===== src/rtl/csi2_pkg.sv =====
// Shared RAW10 packing constants and types for the CSI-2 pixel path.
package csi2_pkg;

   localparam int RAW10_PX_WIDTH    = 10;
   localparam int RAW10_PX_PER_WORD = 4;
   localparam int RAW10_IN_WIDTH    = 16;
   localparam int RAW10_WORD_WIDTH  = RAW10_PX_WIDTH * RAW10_PX_PER_WORD;
   localparam int ERR_CNT_WIDTH     = 16;

   typedef logic [1:0] px_slot_t;

endpackage


===== src/rtl/axi4_stream_if.sv =====
// Generic AXI4-Stream bundle with master/slave views.
interface axi4_stream_if #(
   parameter int DATA_W = 16,
   parameter int USER_W = 1,
   parameter int ID_W   = 1,
   parameter int DEST_W = 1
) ();

   localparam int STRB_W = (DATA_W + 7) / 8;

   logic              tvalid;
   logic              tready;
   logic [DATA_W-1:0] tdata;
   logic [STRB_W-1:0] tstrb;
   logic [STRB_W-1:0] tkeep;
   logic              tlast;
   logic [ID_W-1:0]   tid;
   logic [DEST_W-1:0] tdest;
   logic [USER_W-1:0] tuser;

   modport master (
      output tvalid, tdata, tstrb, tkeep, tlast, tid, tdest, tuser,
      input  tready
   );

   modport slave (
      input  tvalid, tdata, tstrb, tkeep, tlast, tid, tdest, tuser,
      output tready
   );

endinterface


===== src/rtl/csi2_px_deserializer.sv =====
// Packs one RAW10 pixel per beat into 40b words of four pixels (tuser = SOF, tlast = EOL).
// Optional framing-error counter on err_cnt_o when CSI2_PX_DESER_ERR_CNT_EN is defined.
module csi2_px_deserializer
   import csi2_pkg::*;
#(
   parameter int PX_WIDTH    = RAW10_PX_WIDTH,
   parameter int PX_PER_WORD = RAW10_PX_PER_WORD,
   parameter int IN_WIDTH    = RAW10_IN_WIDTH
) (
   input  logic          clk_i,
   input  logic          rst_i,
   axi4_stream_if.slave  pkt_i,
   axi4_stream_if.master pkt_o
`ifdef CSI2_PX_DESER_ERR_CNT_EN
   ,
   output logic [ERR_CNT_WIDTH-1:0] err_cnt_o
`endif
);

   localparam int       WORD_W    = PX_WIDTH * PX_PER_WORD;
   localparam px_slot_t LAST_SLOT = px_slot_t'(PX_PER_WORD - 1);

   px_slot_t            slot_q;
   logic [WORD_W-1:0]   acc_q;
   logic                sof_q;
   logic [WORD_W-1:0]   out_data_q;
   logic                out_valid_q;
   logic                out_last_q;
   logic                out_user_q;

   logic                in_ready;
   logic                accept;
   logic [PX_WIDTH-1:0] px;
   px_slot_t            eff_slot;
   logic [WORD_W-1:0]   merged;
   logic                emit;
   logic                sof_next;

   // A tuser beat restarts the group at slot 0, discarding any partial accumulation.
   always_comb begin
      px       = pkt_i.tdata[PX_WIDTH-1:0];
      in_ready = !out_valid_q || pkt_o.tready;
      accept   = pkt_i.tvalid && in_ready;
      eff_slot = pkt_i.tuser[0] ? '0 : slot_q;
      merged   = pkt_i.tuser[0] ? '0 : acc_q;
      for (int s = 0; s < PX_PER_WORD; s++) begin
         if (eff_slot == px_slot_t'(s)) begin
            merged[s*PX_WIDTH +: PX_WIDTH] = px;
         end
      end
      emit     = accept && ((eff_slot == LAST_SLOT) || pkt_i.tlast);
      sof_next = sof_q || pkt_i.tuser[0];
   end

   always_ff @(posedge clk_i) begin
      if (rst_i) begin
         slot_q      <= '0;
         acc_q       <= '0;
         sof_q       <= 1'b0;
         out_data_q  <= '0;
         out_valid_q <= 1'b0;
         out_last_q  <= 1'b0;
         out_user_q  <= 1'b0;
      end else begin
         if (emit) begin
            out_data_q  <= merged;
            out_valid_q <= 1'b1;
            out_last_q  <= pkt_i.tlast;
            out_user_q  <= sof_next;
         end else if (pkt_o.tready) begin
            out_valid_q <= 1'b0;
         end

         if (emit) begin
            slot_q <= '0;
            acc_q  <= '0;
            sof_q  <= 1'b0;
         end else if (accept) begin
            slot_q <= eff_slot + px_slot_t'(1);
            acc_q  <= merged;
            sof_q  <= sof_next;
         end
      end
   end

   assign pkt_i.tready = in_ready;
   assign pkt_o.tvalid = out_valid_q;
   assign pkt_o.tdata  = out_data_q;
   assign pkt_o.tlast  = out_last_q;
   assign pkt_o.tuser  = out_user_q;
   assign pkt_o.tstrb  = '1;
   assign pkt_o.tkeep  = '1;
   assign pkt_o.tid    = '0;
   assign pkt_o.tdest  = '0;

   logic unused_in;
   assign unused_in = ^{pkt_i.tdata[IN_WIDTH-1:PX_WIDTH], pkt_i.tstrb, pkt_i.tkeep,
                        pkt_i.tid, pkt_i.tdest};

`ifdef CSI2_PX_DESER_ERR_CNT_EN
   logic                     err_tuser;
   logic                     err_short;
   logic [1:0]               err_inc;
   logic [ERR_CNT_WIDTH:0]   err_sum;
   logic [ERR_CNT_WIDTH-1:0] err_cnt_q;

   // A tuser restart and a short line can land on the same beat, so both may count at once.
   always_comb begin
      err_tuser = accept && pkt_i.tuser[0] && (slot_q != '0);
      err_short = emit && pkt_i.tlast && (eff_slot != LAST_SLOT);
      err_inc   = {1'b0, err_tuser} + {1'b0, err_short};
      err_sum   = {1'b0, err_cnt_q} + {{(ERR_CNT_WIDTH-1){1'b0}}, err_inc};
   end

   always_ff @(posedge clk_i) begin
      if (rst_i) begin
         err_cnt_q <= '0;
      end else if (err_sum[ERR_CNT_WIDTH]) begin
         err_cnt_q <= '1;
      end else begin
         err_cnt_q <= err_sum[ERR_CNT_WIDTH-1:0];
      end
   end

   assign err_cnt_o = err_cnt_q;
`endif

endmodule


===== src/flat_wrapper.sv =====
// flat-port wrapper written by rule: the top's interface ports become plain ports
module csi2_px_deserializer_flat import csi2_pkg::*;
#(
   parameter int PX_WIDTH    = RAW10_PX_WIDTH,
   parameter int PX_PER_WORD = RAW10_PX_PER_WORD,
   parameter int IN_WIDTH    = RAW10_IN_WIDTH
)
  (clk_i, rst_i, pkt_i_tvalid, pkt_i_tdata, pkt_i_tstrb, pkt_i_tkeep, pkt_i_tlast, pkt_i_tid, pkt_i_tdest, pkt_i_tuser, pkt_i_tready, pkt_o_tvalid, pkt_o_tdata, pkt_o_tstrb, pkt_o_tkeep, pkt_o_tlast, pkt_o_tid, pkt_o_tdest, pkt_o_tuser, pkt_o_tready);
  axi4_stream_if #(.DATA_W(16)) pkt_i_i ();
  axi4_stream_if #(.DATA_W(40)) pkt_o_i ();
  input  logic clk_i;
  input  logic rst_i;
  input wire logic [$bits(pkt_i_i.tvalid)-1:0] pkt_i_tvalid;
  input wire logic [$bits(pkt_i_i.tdata)-1:0] pkt_i_tdata;
  input wire logic [$bits(pkt_i_i.tstrb)-1:0] pkt_i_tstrb;
  input wire logic [$bits(pkt_i_i.tkeep)-1:0] pkt_i_tkeep;
  input wire logic [$bits(pkt_i_i.tlast)-1:0] pkt_i_tlast;
  input wire logic [$bits(pkt_i_i.tid)-1:0] pkt_i_tid;
  input wire logic [$bits(pkt_i_i.tdest)-1:0] pkt_i_tdest;
  input wire logic [$bits(pkt_i_i.tuser)-1:0] pkt_i_tuser;
  output wire logic [$bits(pkt_i_i.tready)-1:0] pkt_i_tready;
  output wire logic [$bits(pkt_o_i.tvalid)-1:0] pkt_o_tvalid;
  output wire logic [$bits(pkt_o_i.tdata)-1:0] pkt_o_tdata;
  output wire logic [$bits(pkt_o_i.tstrb)-1:0] pkt_o_tstrb;
  output wire logic [$bits(pkt_o_i.tkeep)-1:0] pkt_o_tkeep;
  output wire logic [$bits(pkt_o_i.tlast)-1:0] pkt_o_tlast;
  output wire logic [$bits(pkt_o_i.tid)-1:0] pkt_o_tid;
  output wire logic [$bits(pkt_o_i.tdest)-1:0] pkt_o_tdest;
  output wire logic [$bits(pkt_o_i.tuser)-1:0] pkt_o_tuser;
  input wire logic [$bits(pkt_o_i.tready)-1:0] pkt_o_tready;
  assign pkt_i_i.tvalid = pkt_i_tvalid;
  assign pkt_i_i.tdata = pkt_i_tdata;
  assign pkt_i_i.tstrb = pkt_i_tstrb;
  assign pkt_i_i.tkeep = pkt_i_tkeep;
  assign pkt_i_i.tlast = pkt_i_tlast;
  assign pkt_i_i.tid = pkt_i_tid;
  assign pkt_i_i.tdest = pkt_i_tdest;
  assign pkt_i_i.tuser = pkt_i_tuser;
  assign pkt_i_tready = pkt_i_i.tready;
  assign pkt_o_tvalid = pkt_o_i.tvalid;
  assign pkt_o_tdata = pkt_o_i.tdata;
  assign pkt_o_tstrb = pkt_o_i.tstrb;
  assign pkt_o_tkeep = pkt_o_i.tkeep;
  assign pkt_o_tlast = pkt_o_i.tlast;
  assign pkt_o_tid = pkt_o_i.tid;
  assign pkt_o_tdest = pkt_o_i.tdest;
  assign pkt_o_tuser = pkt_o_i.tuser;
  assign pkt_o_i.tready = pkt_o_tready;
  csi2_px_deserializer #(.PX_WIDTH(PX_WIDTH), .PX_PER_WORD(PX_PER_WORD), .IN_WIDTH(IN_WIDTH)) u_core (.clk_i(clk_i), .rst_i(rst_i), .pkt_i(pkt_i_i), .pkt_o(pkt_o_i));
endmodule

===== config.mk =====
export PLATFORM = sky130hd
export DESIGN_NAME = csi2_px_deserializer_flat
export DESIGN_NICKNAME = d
export VERILOG_FILES = /design/src/rtl/csi2_pkg.sv /design/src/rtl/axi4_stream_if.sv /design/src/rtl/csi2_px_deserializer.sv /design/src/flat_wrapper.sv
export SDC_FILE = /design/constraint.sdc
export NUM_CORES = 1
export LEC_CHECK = 0
export CAP_MARGIN = 15
export CORE_MARGIN = 3
export CORE_UTILIZATION = 55
export DETAILED_ROUTE_END_ITERATION = 6
export HOLD_SLACK_MARGIN = 0.03
export PLACE_DENSITY = 0.86
export SLEW_MARGIN = 10
export SYNTH_ARGS = -nofsm -noshare
export SYNTH_HDL_FRONTEND = slang
export SYNTH_SLANG_ARGS = --single-unit

===== constraint.sdc =====
create_clock -name clk_i -period 4.5 [get_ports clk_i]
set_input_delay 1.35 -clock clk_i [delete_from_list [all_inputs] [get_ports clk_i]]
set_output_delay 1.35 -clock clk_i [all_outputs]
set_load 0.005 [all_outputs]

==> summary by stage <==
Yosys
By instance count, the leading cell after synthesis is dfxtp_1. After Yosys synthesis, and, or, nand and nor cells account for 9.59% of the synthesized area. The number of distinct library cell variants in the gate-level netlist after synthesis is 24. Among all flip-flop cells after synthesis, the most frequent one is dfxtp_1.

The share of Yosys cell area claimed by the top area cell type is 44.3%. In the post-synthesis netlist, the biggest area contributors are dfxtp_1 (44%), o2bb2ai_2 (15%), a211oi_1 (7.9%), nor3b_1 (7.7%), a31oi_1 (6.8%). After synthesis, the most frequently instantiated cells are dfxtp_1 (86), a21oi_1 (45), a31oi_1 (42). The mean instance size in the synthesized netlist is 10.3 um^2.

The part of the Yosys area used for sequential elements is 44.3%. The number of warnings issued by yosys is 0. Synthesis handed over a netlist of 379 instances. The mux share of post-synthesis cell area is 0%. The main combinational cell family by area after synthesis is compound AO/OA/AOI/OAI gates. The adder-cell share of the synthesized area is 1.29%. The synthesized netlist devotes 0% of its cell area to XOR and XNOR gates.

The cell taking the most area after synthesis is dfxtp_1. The netlist area before placement is 3890 um^2. The synthesized netlist devotes 36.4% of its cell area to compound gates.

Synthesis inferred 86 register bits. The fraction of registers with async set or reset after synthesis is 0%. Counting flops with a built-in enable in the synthesized netlist gives 0.

Floorplanning
The floorplan has 30 rows. For this configuration, the core starts out at a cell density of 56.9%. The die covers 8110 um^2.

For this design the top-level I/O count stands at 84. The vertical die dimension is 90.1 um. The core footprint is 6830 um^2. The die is 90.1 um wide.

Power
Summed over all cells, the static leakage comes to 1.49 nW. The power density normalized to cell area is 340 nW/um^2. Across the VDD grid, the largest voltage drop is 0.000187 V.

STA
The setup slack of the critical path after layout is 0.705 ns. Timing would allow up to 263 MHz. The count of final setup violators is 0. After layout, the worst path uses 84.3% of the clock period. The transition time at the pin with the least slew margin is 0.683 ns. Measured against its own limit, the worst slew margin works out to 54.2%. Setup repair after global routing left no endpoint under its margin. The count of endpoints failing hold in the final timing report is 0.

The worst clock skew is 0.00573 ns. The final max-slew violation count is 0. In the final timing run, aggregate negative setup slack is 0 ns. The routed design could run at a clock period as short as 3.80 ns.

Setup path
The start point of the critical path is pkt_o_tready. STA classifies the critical path startpoint as an input pin. The worst setup path is of the in2out kind. In this run the critical register-to-register path is launched from u_core.slot_q[0].

STA classifies the critical path endpoint as an output port. The maximum net fanout on the critical path is 2. Data arrives at the worst endpoint at 2.45 ns. The critical path required time is 3.15 ns.

Clock tree
The H-tree was split into 3 levels. The clock slew seen by the registers of the worst setup and hold paths is 0.08 ns. TritonCTS built the clock tree. Clock latency on the worst-skew pair, taken at its later pin, is 0.35 ns. The number of gates resized after cts is 0. The buffers inserted during post-CTS setup optimization is 0. The buffer levels on the longest clock path is 2. The number of clock buffers inserted by TritonCTS is 9. Hold repair after CTS inserted 0 buffers. The root buffer cell chosen for the clock tree is clkbuf_8. Counting every sink on the clock net gives 86.

Run status
The flow ran to the end, and the final reports show no timing, DRC or antenna violations.

Min path
The worst hold path begins at u_core.acc_q[5]. The min-delay analysis places its worst path in the category reg2reg.

Route
The count of nets left with antenna violations once routing finished came out at 0. The via density per instance is 6.22. Dividing the detail-routed wire length by the instance count gives 19.2 um. The count of TritonRoute iterations in the first routing pass is 4. The post-detailed-routing wire length is 9.79 mm. Across all layers, the routed design uses 3,180 vias. In this run, the number of DRC markers left after iteration 0 of detailed routing was 196. The remaining routing DRC violations is 0.

Layout
The filler cells instantiated in the layout total 542. The layout cell share with drive strength beyond 1 is 16.1%. For this run, the share of the core covered by cells in the final layout is 68.3%.

0 antenna diodes ended up in the layout. The number of nets at the end of the flow is 443. The filler-free cell count of the finished design is 511. The growth of design area from synthesis to finish is 20.1%.

Global route
The initial antenna violation count came to 0. The total global routing overflow is 0. The via count of the first global-routing pass is 3,093. The maximum number of pins on one net before global-route repair is 48.

The first-pass GRT wire length is 15.9 mm. The total global-route track usage is 24.2%.

Placed design
Routability-driven placement finished with a final weighted congestion of 0.850. The cell total after placement is 496. The post-placement setup slack is 0.651 ns. Detailed placement finished with a half-perimeter wire length of 6.06 mm. During placement, the flow inserted port buffers numbering 59.

Run
The tool flagged a number of max-cap violations equal to 0.
-- layout make-up --
type,instances,area (um^2),share of cell area [%]
Multi-Input combinational cell,240,1900,40.7
Sequential cell,86,1720,36.9
Timing Repair Buffer,69,703,15.1
Clock buffer,11,131,2.82
Tap cell,96,120,2.57
Clock inverter,4,72.6,1.55
Inverter,5,18.8,0.402
-- through the flow --
stage | power [mW] | area (um^2) | hold WS, ns
after floorplan | 0.939 | 3930 | 0.439
after global placement | 1.02 | 4460 | 0.448
after detailed placement | 1.03 | 4460 | 0.451
after CTS | 1.59 | 4670 | 0.473
final | 1.59 | 4670 | 0.473
after global routing | 1.64 | 4670 | 0.483
-- path summary, 6_finish.rpt --
check | depth (start not counted) | to | slack [ns]
worst max-delay path | 4 | pkt_i_tready | 0.70
worst min-delay path | 1 | u_core.acc_q[5] | 0.47
worst max register to register | 6 | u_core.acc_q[0] | 2.17
worst min register to register | 1 | u_core.acc_q[5] | 0.47
-- worst max-delay path, stage by stage --
cell and delay (ns):
clkdlybuf4s50_1 0.40, nor2b_1 0.19, inv_2 0.06, clkdlybuf4s50_1 0.44
-- state kept, by name, indices dropped and copies added (netlist names) --
signal,count
u_core.pkt_o.tlast,1
u_core.slot_q,2
u_core.sof_q,1
u_core.pkt_o.tuser,1
u_core.pkt_o.tdata,40
u_core.acc_q,40
u_core.pkt_o.tvalid,1
-- where the power goes --
group | leakage [nW] | switching [mW] | internal [mW]
Clock | 0.0994 | 0.266 | 0.309
Combinational | 0.687 | 0.112 | 0.0936
Sequential | 0.701 | 0.0165 | 0.790
-- per-layer routing --
layer | vias up | wire [um] | GRT usage [%]
met2 | 128 | 4690 | 38.3
met1 | 1538 | 4310 | 32.1
met3 | 24 | 521 | 3.93
met4 | 0 | 272 | 12.0
li1 | 1490 | - | -
met5 | - | 0 | 0
-- placed cells by master, fill, tap and decap left out, types with 2 or more instances in the layout --
cell / count
inv_1: 4
buf_12: 3
a211oi_1: 41
clkbuf_8: 9
clkbuf_1: 2
bufinv_16: 2
conb_1: 12
nor2b_1: 3
a31oi_1: 42
nor3b_1: 40
dfxtp_1: 86
clkdlybuf4s50_1: 59
nor2_1: 3
ha_1: 4
o2bb2ai_2: 40
buf_4: 7
a21oi_1: 44
o21ai_0: 2
-- cell families (layout without fill, tap and decap cells) --
family | after synthesis | after routing
adder cells (fa/ha/maj) | 4 | 4
buffers and inverters | 63 | 89
flip-flops | 86 | 86
AO/OA/AOI/OAI | 171 | 171
other | 2 | 12
AND/OR/NAND/NOR | 53 | 53
No activity file was read; power rests on OpenSTA's default activity.
